File: config.mk
export PLATFORM = sky130hd
export DESIGN_NAME = paint_mix_sequencer_flat
export DESIGN_NICKNAME = d
export VERILOG_FILES = /design/src/rtl/paint_mix_sequencer_if.sv /design/src/rtl/paint_mix_sequencer.sv /design/src/flat_wrapper.sv
export SDC_FILE = /design/constraint.sdc
export NUM_CORES = 1
export LEC_CHECK = 0
export CAP_MARGIN = 20
export CORE_MARGIN = 5
export CORE_UTILIZATION = 28
export DETAILED_ROUTE_END_ITERATION = 12
export GPL_ROUTABILITY_DRIVEN = 0
export PLACE_DENSITY_LB_ADDON = 0.15
export SLEW_MARGIN = 25
export SYNTH_ARGS = -nofsm -noshare
export SYNTH_HDL_FRONTEND = slang
export SYNTH_SLANG_ARGS = --single-unit
File: constraint.sdc
create_clock -name clk -period 4.6 [get_ports clk]
set_input_delay 0.92 -clock clk [delete_from_list [all_inputs] [get_ports clk]]
set_output_delay 0.92 -clock clk [all_outputs]
set_load 0.01 [all_outputs]
File: src/rtl/paint_mix_sequencer_if.sv
// Bundle of the paint_mix_sequencer control signals, shared by the keyboard
// front end, stepper enables and car controller on one side and the
// sequencer on the other.
//
// Handshake semantics: there is no valid/ready backpressure on this bundle.
// confirm, step_tick and car_done are single-cycle event pulses in the clk
// domain, each acting as a "valid" with an implicit always-ready consumer.
// The sequencer samples them only in the states where they have meaning and
// silently drops them otherwise. car_start and reject are single-cycle
// pulses in the other direction. The enables, busy, round and done are
// levels that follow the sequencer state.
interface paint_mix_sequencer_if;
  logic [3:0] color_id;
  logic       confirm;
  logic       step_tick;
  logic       car_done;
  logic       en_red;
  logic       en_yellow;
  logic       en_blue;
  logic       car_start;
  logic       busy;
  logic [1:0] round;
  logic       done;
  logic       reject;

  // Master side: the surrounding station (keyboard, motors, car).
  modport master (
    output color_id,
    output confirm,
    output step_tick,
    output car_done,
    input  en_red,
    input  en_yellow,
    input  en_blue,
    input  car_start,
    input  busy,
    input  round,
    input  done,
    input  reject
  );

  // Slave side: the sequencer itself.
  modport slave (
    input  color_id,
    input  confirm,
    input  step_tick,
    input  car_done,
    output en_red,
    output en_yellow,
    output en_blue,
    output car_start,
    output busy,
    output round,
    output done,
    output reject
  );
endinterface

File: src/rtl/paint_mix_sequencer.sv
// Round-based paint mixing sequencer. A confirmed color selects a red/yellow/
// blue recipe; the three dispensing motors run one after another for
// units * UNIT_STEPS steps each, then the delivery car is launched and the
// sequencer waits for it. ROUNDS such rounds form one job, after which the
// block parks in DONE until the operator confirms again.
module paint_mix_sequencer #(
  parameter int UNIT_STEPS = 64,
  parameter int ROUNDS     = 3
) (
  input  logic                  clk,
  input  logic                  rst,
  paint_mix_sequencer_if.slave  bus,
  output logic [2:0]            state_dbg
);

  typedef enum logic [2:0] {
    IDLE      = 3'd0,
    RED       = 3'd1,
    YELLOW    = 3'd2,
    BLUE      = 3'd3,
    CAR_START = 3'd4,
    CAR_WAIT  = 3'd5,
    DONE      = 3'd6
  } state_t;

  // Step count per recipe unit, at the width of the step counter. The legal
  // UNIT_STEPS range keeps 3 * UNIT_STEPS within 16 bits.
  localparam logic [15:0] UNIT_STEPS_W = 16'(UNIT_STEPS);
  localparam logic [1:0]  LAST_ROUND   = 2'(ROUNDS - 1);

  // Recipe packed as {red, yellow, blue}, two bits of units each.
  function automatic logic [5:0] recipe_of(input logic [3:0] id);
    logic [5:0] rec;
    rec = 6'd0;
    case (id)
      4'd0: rec = {2'd3, 2'd0, 2'd0};  // red
      4'd1: rec = {2'd0, 2'd3, 2'd0};  // yellow
      4'd2: rec = {2'd0, 2'd0, 2'd3};  // blue
      4'd3: rec = {2'd1, 2'd1, 2'd0};  // orange
      4'd4: rec = {2'd0, 2'd1, 2'd1};  // green
      4'd5: rec = {2'd1, 2'd0, 2'd1};  // purple
      4'd6: rec = {2'd1, 2'd1, 2'd1};  // brown
      default: rec = 6'd0;             // clear, and ids 8..15 (never latched)
    endcase
    return rec;
  endfunction

  // Next phase after 'cur' (IDLE meaning "before any phase"), skipping every
  // colour whose unit count is zero; falls through to the car launch.
  function automatic state_t after_phase(input state_t cur, input logic [5:0] rec);
    state_t nxt;
    if (cur == IDLE && rec[5:4] != 2'd0) begin
      nxt = RED;
    end else if ((cur == IDLE || cur == RED) && rec[3:2] != 2'd0) begin
      nxt = YELLOW;
    end else if (cur != BLUE && rec[1:0] != 2'd0) begin
      nxt = BLUE;
    end else begin
      nxt = CAR_START;
    end
    return nxt;
  endfunction

  state_t      state;
  state_t      state_next;
  logic [15:0] step_cnt;
  logic [15:0] step_cnt_next;
  logic [15:0] step_cnt_inc;
  logic [15:0] target;
  logic [1:0]  phase_units;
  logic [1:0]  round_q;
  logic [1:0]  round_next;
  logic [5:0]  recipe_q;
  logic [5:0]  recipe_next;
  logic [5:0]  recipe_sel;
  logic        color_valid;
  logic        reject_q;
  logic        reject_next;

  assign recipe_sel   = recipe_of(bus.color_id);
  assign color_valid  = ~bus.color_id[3];
  assign step_cnt_inc = step_cnt + 16'd1;
  assign target       = {14'd0, phase_units} * UNIT_STEPS_W;

  // Unit count of the motor phase currently running (zero outside phases).
  always_comb begin
    phase_units = 2'd0;
    case (state)
      RED:     phase_units = recipe_q[5:4];
      YELLOW:  phase_units = recipe_q[3:2];
      BLUE:    phase_units = recipe_q[1:0];
      default: phase_units = 2'd0;
    endcase
  end

  // State register.
  always_ff @(posedge clk) begin
    if (rst) begin
      state <= IDLE;
    end else begin
      state <= state_next;
    end
  end

  // Next-state logic plus the next values of the step counter, round index,
  // latched recipe and reject pulse.
  always_comb begin
    state_next    = state;
    step_cnt_next = step_cnt;
    round_next    = round_q;
    recipe_next   = recipe_q;
    reject_next   = 1'b0;
    case (state)
      IDLE: begin
        if (bus.confirm) begin
          if (color_valid) begin
            recipe_next = recipe_sel;
            state_next  = after_phase(IDLE, recipe_sel);
          end else begin
            reject_next = 1'b1;
          end
        end
      end
      RED, YELLOW, BLUE: begin
        if (bus.step_tick) begin
          if (step_cnt_inc == target) begin
            step_cnt_next = 16'd0;
            state_next    = after_phase(state, recipe_q);
          end else begin
            step_cnt_next = step_cnt_inc;
          end
        end
      end
      CAR_START: begin
        state_next = CAR_WAIT;
      end
      CAR_WAIT: begin
        if (bus.car_done) begin
          if (round_q == LAST_ROUND) begin
            state_next = DONE;
          end else begin
            round_next = round_q + 2'd1;
            state_next = IDLE;
          end
        end
      end
      DONE: begin
        // Acknowledge only: the colour code is not looked at here.
        if (bus.confirm) begin
          round_next = 2'd0;
          state_next = IDLE;
        end
      end
      default: begin
        state_next = IDLE;
      end
    endcase
  end

  // Datapath registers: step counter, round index, recipe and reject pulse.
  always_ff @(posedge clk) begin
    if (rst) begin
      step_cnt <= 16'd0;
      round_q  <= 2'd0;
      recipe_q <= 6'd0;
      reject_q <= 1'b0;
    end else begin
      step_cnt <= step_cnt_next;
      round_q  <= round_next;
      recipe_q <= recipe_next;
      reject_q <= reject_next;
    end
  end

  // Moore output decode from the registered state; at most one enable is
  // ever high because each enable belongs to exactly one state.
  always_comb begin
    bus.en_red    = (state == RED);
    bus.en_yellow = (state == YELLOW);
    bus.en_blue   = (state == BLUE);
    bus.car_start = (state == CAR_START);
    bus.busy      = (state != IDLE) && (state != DONE);
    bus.done      = (state == DONE);
    bus.round     = round_q;
    bus.reject    = reject_q;
  end

  assign state_dbg = state;

endmodule

File: src/flat_wrapper.sv
// flat-port wrapper written by rule: the top's interface ports become plain ports
module paint_mix_sequencer_flat 
#(
  parameter int UNIT_STEPS = 64,
  parameter int ROUNDS     = 3
)
  (clk, rst, state_dbg, bus_color_id, bus_confirm, bus_step_tick, bus_car_done, bus_en_red, bus_en_yellow, bus_en_blue, bus_car_start, bus_busy, bus_round, bus_done, bus_reject);
  paint_mix_sequencer_if bus_i ();
  input  logic clk;
  input  logic rst;
  output logic [2:0] state_dbg;
  input wire logic [$bits(bus_i.color_id)-1:0] bus_color_id;
  input wire logic [$bits(bus_i.confirm)-1:0] bus_confirm;
  input wire logic [$bits(bus_i.step_tick)-1:0] bus_step_tick;
  input wire logic [$bits(bus_i.car_done)-1:0] bus_car_done;
  output wire logic [$bits(bus_i.en_red)-1:0] bus_en_red;
  output wire logic [$bits(bus_i.en_yellow)-1:0] bus_en_yellow;
  output wire logic [$bits(bus_i.en_blue)-1:0] bus_en_blue;
  output wire logic [$bits(bus_i.car_start)-1:0] bus_car_start;
  output wire logic [$bits(bus_i.busy)-1:0] bus_busy;
  output wire logic [$bits(bus_i.round)-1:0] bus_round;
  output wire logic [$bits(bus_i.done)-1:0] bus_done;
  output wire logic [$bits(bus_i.reject)-1:0] bus_reject;
  assign bus_i.color_id = bus_color_id;
  assign bus_i.confirm = bus_confirm;
  assign bus_i.step_tick = bus_step_tick;
  assign bus_i.car_done = bus_car_done;
  assign bus_en_red = bus_i.en_red;
  assign bus_en_yellow = bus_i.en_yellow;
  assign bus_en_blue = bus_i.en_blue;
  assign bus_car_start = bus_i.car_start;
  assign bus_busy = bus_i.busy;
  assign bus_round = bus_i.round;
  assign bus_done = bus_i.done;
  assign bus_reject = bus_i.reject;
  paint_mix_sequencer #(.UNIT_STEPS(UNIT_STEPS), .ROUNDS(ROUNDS)) u_core (.clk(clk), .rst(rst), .bus(bus_i), .state_dbg(state_dbg));
endmodule
Yosys cells after proc, flatten, opt, wreduce, memory -nomap -nowiden
Cells that the tools add are included.
{"block": "word_totals", "reg_bits": 28, "input_bits": 9, "out_inout_bits": 12, "wordCells": 76}
{"block": "classes", "add_sub_neg": 2, "n_eq_ne": 23, "muxes": 22, "n_bitwise": 3, "reduce_logical": 21}
{"op": "$pmux 6 s7", "count": 1}
{"op": "$mux 3", "count": 13}
{"op": "$add 16x1->16 const B", "count": 1}
{"op": "$eq 16x8->1", "count": 1}
{"op": "$mux 16", "count": 1}
{"op": "$pmux 3 s5", "count": 1}
{"op": "$reduce_bool 2->1", "count": 7}
{"op": "$eq 4x3->1 const B", "count": 3}
{"op": "$ne 2x2->1 const B", "count": 6}
{"op": "$eq 3x3->1 const B", "count": 3}
{"op": "$eq 4x2->1 const B", "count": 2}
{"op": "$eq 3x2->1 const B", "count": 2}
{"op": "$mux 2", "count": 3}
{"op": "$pmux 2 s3", "count": 1}
{"op": "$reduce_and 6->1", "count": 1}
{"op": "$reduce_or 3->1", "count": 2}
{"op": "$eq 4x1->1 const B", "count": 1}
{"op": "$logic_and 1x1->1", "count": 4}
{"op": "$logic_not 4->1", "count": 1}
{"op": "$pmux 2 s2", "count": 1}
{"op": "$reduce_and 4->1", "count": 1}
{"op": "$eq 3x1->1 const B", "count": 1}
{"op": "$logic_not 3->1", "count": 1}
{"op": "$ne 3x2->1 const B", "count": 1}
{"op": "other kinds (10)", "count": 12}

Logic depth before layout (Yosys ltp)
{"block": "depth", "depth_word": 9, "ltp_mapped": 8, "ltp_nobuf": 8}

Worst setup path after synthesis
OpenSTA, ideal clock, no wires.
{"block": "synth_timing", "path_type": "flip-flop to flip-flop", "startpoint": "register u_core.state[0] (netlist: u_core.state_dbg[0])", "endpoint": "register u_core.step_cnt[7]", "setup_time_ps": 74, "arrival_ps": 2301, "t_required_ps": 4526, "setup_slack_ps": 2224, "path_stages_with_launch": 8, "n_path_buf": 0, "period_less_slack_ps": 2376, "cell_sequence": "dfxtp_1 > mux2_1 > a32oi_2 > mux2_1 > a221oi_2 > a211oi_2 > or4_1 > a31oi_1"}
{"block": "synth_between", "elab_chain_len": 4, "elab_cells_between_ends": 8, "classes_between": "4 x eq/ne; 2 x mux; 2 x reduce/logical"}
{"element": "start, declared", "line_no": "paint_mix_sequencer.sv:64", "text": "state_t state;"}
{"element": "start signal, assigned", "line_no": "paint_mix_sequencer.sv:101", "text": "state <= state_next;"}
{"element": "$eq 3x2->1 or $eq 3x1->1 (tied branches)", "line_no": "paint_mix_sequencer.sv:88, paint_mix_sequencer.sv:113"}
{"element": "$pmux 2 s3", "line_no": "paint_mix_sequencer.sv:88", "text": "case (state)"}
{"element": "$eq 16x8->1", "line_no": "paint_mix_sequencer.sv:126", "text": "if (step_cnt_inc == target) begin"}
{"element": "$mux 16", "line_no": "paint_mix_sequencer.sv:126"}
{"element": "end signal, assigned", "line_no": "paint_mix_sequencer.sv:168", "text": "step_cnt <= step_cnt_next;"}
{"element": "end, declared", "line_no": "paint_mix_sequencer.sv:66", "text": "logic [15:0] step_cnt;"}
Parallel ways exist; a longest one is shown, timed or not.
A chain may end at the register's enable or synchronous reset.

Worst setup path in the final report
{"block": "layout_timing", "startpoint": "register u_core.state[2] (netlist: u_core.state_dbg[2])", "endpoint": "output bus_busy"}
{"block": "layout_between", "elab_chain_len": 2, "elab_cells_between_ends": 3, "classes_between": "1 x eq/ne; 2 x reduce/logical"}
{"element": "$ne 3x3->1 or $reduce_bool 3->1 (tied branches)", "line_no": "paint_mix_sequencer.sv:182", "text": "bus.busy = (state != IDLE) && (state != DONE);"}
{"element": "$logic_and 1x1->1 *", "line_no": "paint_mix_sequencer.sv:182"}
{"element": "end, declared", "line_no": "flat_wrapper.sv:20", "text": "output wire logic [$bits(bus_i.busy)-1:0] bus_busy;"}
Mark *: on every way between the ends. The rest lies on a longest branch, timed or not.

==> flow_results.xml <==
<?xml version="1.0" encoding="UTF-8"?>
<metrics>
  <group name="route">
    <metric name="viasPerCell" unit="">5.247</metric>
    <metric name="postRouteWirelength" unit="mm">4.663</metric>
    <metric name="post_drt_wl_per_cell" unit="µm">14.22</metric>
    <metric name="final_antenna_net_count" unit="">0</metric>
    <metric name="drt-pass1-iter-count" unit="">4</metric>
    <metric name="initialDrtViolationCount" unit="">92</metric>
    <metric name="detail_route.drc_violations" unit="">0</metric>
    <metric name="via_count" unit="">1721</metric>
  </group>
  <group name="hold_path">
    <metric name="launch_instance_of_the_worst_min_delay_path" unit="">u_core.bus.round[1]</metric>
    <metric name="hold_end" unit="">u_core.bus.round[1]</metric>
    <metric name="worstHoldPathCells" unit="">2</metric>
    <metric name="min-delay-path-class" unit="">reg2reg</metric>
  </group>
  <group name="cells_and_area">
    <metric name="layout.cells.most_common" unit="">sky130_fd_sc_hd__nor2_1</metric>
    <metric name="mostFrequentLayoutCells" unit="">29 x sky130_fd_sc_hd__nor2_1, 28 x sky130_fd_sc_hd__dfxtp_1, 21 x sky130_fd_sc_hd__nand2_1</metric>
    <metric name="layout-area-overhead-vs-synth" unit="%">15.12</metric>
    <metric name="num-nets-final" unit="">261</metric>
    <metric name="drive_above_1_share" unit="">0.09274</metric>
    <metric name="finalInstanceArea" unit="µm²">2210</metric>
    <metric name="n_antenna_cell" unit="">0</metric>
    <metric name="final_core_util" unit="">0.3289</metric>
  </group>
  <group name="synth">
    <metric name="netlist_instances" unit="">237</metric>
    <metric name="post_synth_mux_area_share" unit="">0.06389</metric>
    <metric name="number_of_flops_mapped_to_enable_cells_by_yosys" unit="">0</metric>
    <metric name="ys_top_cells_by_area" unit="">sky130_fd_sc_hd__dfxtp_1 29%, sky130_fd_sc_hd__nor2_1 5.7%, sky130_fd_sc_hd__nand2_1 4.1%</metric>
    <metric name="compound_gate_portion_of_the_synthesized_area" unit="">0.2066</metric>
    <metric name="synthesis.area_per_instance" unit="µm²">8.098</metric>
    <metric name="combinational_family_with_the_most_area_after_synthesis" unit="">simple AND/OR/NAND/NOR gates</metric>
    <metric name="synth_top_area_cell" unit="">sky130_fd_sc_hd__dfxtp_1</metric>
    <metric name="yosys.area_share.xor_xnor" unit="">0.06389</metric>
    <metric name="synth_nets" unit="">248</metric>
    <metric name="share_of_flip_flops_with_an_asynchronous_set_or_reset" unit="">0</metric>
    <metric name="yosys.area_share.adder" unit="">0.01304</metric>
    <metric name="synth_largest_type_area_fraction" unit="">0.2920</metric>
    <metric name="synth_simple_gate_area_share" unit="">0.3220</metric>
    <metric name="post_synth_num_cell_types" unit="">61</metric>
    <metric name="yosysWarningCount" unit="">0</metric>
    <metric name="synth.cell_area" unit="µm²">1919</metric>
    <metric name="synth-main-ff-cell" unit="">sky130_fd_sc_hd__dfxtp_1</metric>
    <metric name="ys_seq_elements" unit="">28</metric>
    <metric name="seq_area_frac_synth" unit="">0.2920</metric>
  </group>
  <group name="clock_tree">
    <metric name="ctsRootBufferMaster" unit="">sky130_fd_sc_hd__clkbuf_8</metric>
    <metric name="cts_tree" unit="">done</metric>
    <metric name="post_cts.resized_instances" unit="">0</metric>
    <metric name="clkSinkCount" unit="">28</metric>
    <metric name="post_cts_setup_inserts" unit="">0</metric>
    <metric name="path_clk_slew" unit="ns">0.10</metric>
    <metric name="worst_skew_pair.late_latency" unit="ns">0.28</metric>
    <metric name="cts-root-to-sink-buffers" unit="">2</metric>
    <metric name="holdBufCountCts" unit="">0</metric>
    <metric name="num_cts_buffers" unit="">3</metric>
    <metric name="cts_max_level" unit="">1</metric>
  </group>
  <group name="worst_setup_path">
    <metric name="crit-reg2reg-launch" unit="">u_core.state_dbg[0]</metric>
    <metric name="critical-path-slowest-cell" unit="">sky130_fd_sc_hd__dfxtp_1</metric>
    <metric name="critical_path_required" unit="ns">3.68</metric>
    <metric name="worst-setup-path-type" unit="">reg2out</metric>
    <metric name="regToRegSetupSlack" unit="ns">1.82</metric>
    <metric name="path_delay_family" unit="">flip-flops</metric>
    <metric name="arrival" unit="ns">2.06</metric>
    <metric name="reg2reg_depth" unit="">7</metric>
    <metric name="worstSetupEndpointType" unit="">output port</metric>
    <metric name="element_type_at_the_critical_path_start" unit="">flop</metric>
    <metric name="crit_path_max_fanout" unit="">18</metric>
    <metric name="crit_buf_inv" unit="">1</metric>
    <metric name="cp_slowest_stage_delay" unit="ns">0.71</metric>
    <metric name="worstReg2RegEnd" unit="">u_core.state_dbg[1]</metric>
    <metric name="timing.critical_path.cells" unit="">nor2b_1, or3_1, clkdlybuf4s50_1</metric>
    <metric name="worstSetupPathDepth" unit="">3</metric>
  </group>
  <group name="global_routing">
    <metric name="total_overflow_reported_by_the_global_router" unit="">0</metric>
    <metric name="grt_start_max_net_pins" unit="">30</metric>
    <metric name="grt_use_total" unit="">0.1147</metric>
    <metric name="grt_first_pass_wirelength" unit="mm">8.169</metric>
    <metric name="antenna_found_initial" unit="">0</metric>
    <metric name="grt_pass1_vias" unit="">1668</metric>
  </group>
  <group name="timing">
    <metric name="worst-slew-pin-transition" unit="ns">0.6171</metric>
    <metric name="setup-violations-final" unit="">0</metric>
    <metric name="clock-skew-final" unit="ns">0.005380</metric>
    <metric name="timing.setup.tns" unit="ns">0</metric>
    <metric name="report.final.slew_viol_count" unit="">0</metric>
    <metric name="final.min_clock_period" unit="ns">2.984</metric>
    <metric name="grt_setup_unrepaired" unit="">false</metric>
    <metric name="final-hold-violation-count" unit="">0</metric>
    <metric name="finalCritPeriodShare" unit="">0.6488</metric>
    <metric name="maxClockFrequency" unit="GHz">0.3351</metric>
    <metric name="slew_headroom" unit="">0.5863</metric>
  </group>
  <group name="die">
    <metric name="boundaryPins" unit="">21</metric>
    <metric name="die-height" unit="µm">92.80</metric>
    <metric name="starting_density_of_the_core" unit="">0.2857</metric>
    <metric name="core_region_area" unit="µm²">6719</metric>
    <metric name="full_die_area" unit="µm²">8611</metric>
    <metric name="rows" unit="">30</metric>
    <metric name="fp.dieW" unit="µm">92.80</metric>
  </group>
  <group name="power">
    <metric name="leakage" unit="nW">0.7487</metric>
    <metric name="powerDensity" unit="nW/µm²">252.3</metric>
    <metric name="ir_worst_vdd" unit="µV">113.3</metric>
  </group>
  <group name="run">
    <metric name="drv_cap" unit="">0</metric>
  </group>
  <group name="placed_design">
    <metric name="port_buffers" unit="">20</metric>
    <metric name="detailedPlacementHpwl" unit="mm">3.322</metric>
    <metric name="detailed_place.area" unit="µm²">2168</metric>
  </group>
  <group name="status">
    <metric name="result_of_the_run" unit="">finished clean</metric>
  </group>
</metrics>
per-layer routing:
layer / up-vias / wire [µm] / track usage
met1: 802 / 2450 / 0.1714
met4: 0 / 54 / 0.03297
li1: 894 / - / -
met2: 21 / 1983 / 0.1698
met3: 4 / 175 / 0.01543
met5: - / 0 / 0
metrics by stage:
step | hold slack (ns) | setup slack, ns | total power [W] | std cells
finish | 0.4902 | 1.616 | 0.0005575 | 328
floorplan | 0.4549 | 2.224 | 0.0003768 | 237
detailed placement | 0.4691 | 1.500 | 0.0004266 | 325
global route | 0.5344 | 1.503 | 0.0005992 | 328
CTS | 0.4876 | 1.595 | 0.0005667 | 328
global placement | 0.4710 | 1.565 | 0.0004265 | 325
where the power goes:
group	internal [W]	leakage, nW	switching (W)
sequential	0.000252	0.227	0.0000243
combinational	0.0000701	0.500	0.0000730
clock	0.0000589	0.0216	0.0000788
total	0.000381	0.749	0.000176
registers in the layout, indices dropped and copies added, names as in the netlist:
name,cells
u_core.bus.round,2
u_core.recipe_q,6
u_core.state_dbg,3
u_core.bus.reject,1
u_core.step_cnt,16
Yosys cell counts, types with 3 or more instances:
master,number
sky130_fd_sc_hd__a211oi_1,4
sky130_fd_sc_hd__a21oi_1,14
sky130_fd_sc_hd__and2_1,3
sky130_fd_sc_hd__and3_1,4
sky130_fd_sc_hd__clkbuf_1,9
sky130_fd_sc_hd__dfxtp_1,28
sky130_fd_sc_hd__inv_1,3
sky130_fd_sc_hd__mux2i_1,7
sky130_fd_sc_hd__nand2_1,21
sky130_fd_sc_hd__nand3_1,9
sky130_fd_sc_hd__nand3b_1,3
sky130_fd_sc_hd__nand4_1,6
sky130_fd_sc_hd__nor2_1,29
sky130_fd_sc_hd__nor2b_1,7
sky130_fd_sc_hd__nor3_1,3
sky130_fd_sc_hd__o21ai_0,9
sky130_fd_sc_hd__or3_1,7
sky130_fd_sc_hd__or4_1,4
sky130_fd_sc_hd__xnor2_1,5
sky130_fd_sc_hd__xor2_1,9
tightest hold or removal path, delay by kind of cell (launching register included):
family          cells  cell delay, ns
compound gates      1            0.05
flops               1            0.34
simple gates        1            0.06
area by class of cell:
type | count | area, µm²
Tap cell | 80 | 100.1
Clock buffer | 3 | 41.29
Sequential cell | 28 | 560.5
Fill cell | 745 | 4509
Multi-Input combinational cell | 192 | 1285
Timing Repair Buffer | 21 | 207.7
Inverter | 4 | 15.01
cells by family after synthesis:
logic type / count (synthesis)
AND/OR/NAND/NOR: 112
AO/OA/AOI/OAI: 53
buffers and inverters: 17
adder cells (fa/ha/maj): 2
multiplexers: 11
XOR/XNOR: 14
flip-flops: 28
worst max-delay path by stage:
stage,from,endpoint,slack (ns)
after floorplan,u_core.state_dbg[0],u_core.step_cnt[7],2.22
after global placement,bus_step_tick,u_core.step_cnt[14],1.56
after detailed placement,bus_step_tick,u_core.step_cnt[12],1.50
after CTS,u_core.state_dbg[2],bus_busy,1.59
after global routing,u_core.state_dbg[2],bus_busy,1.50
final,u_core.state_dbg[2],bus_busy,1.62
No activity file was read; power rests on OpenSTA's default activity.
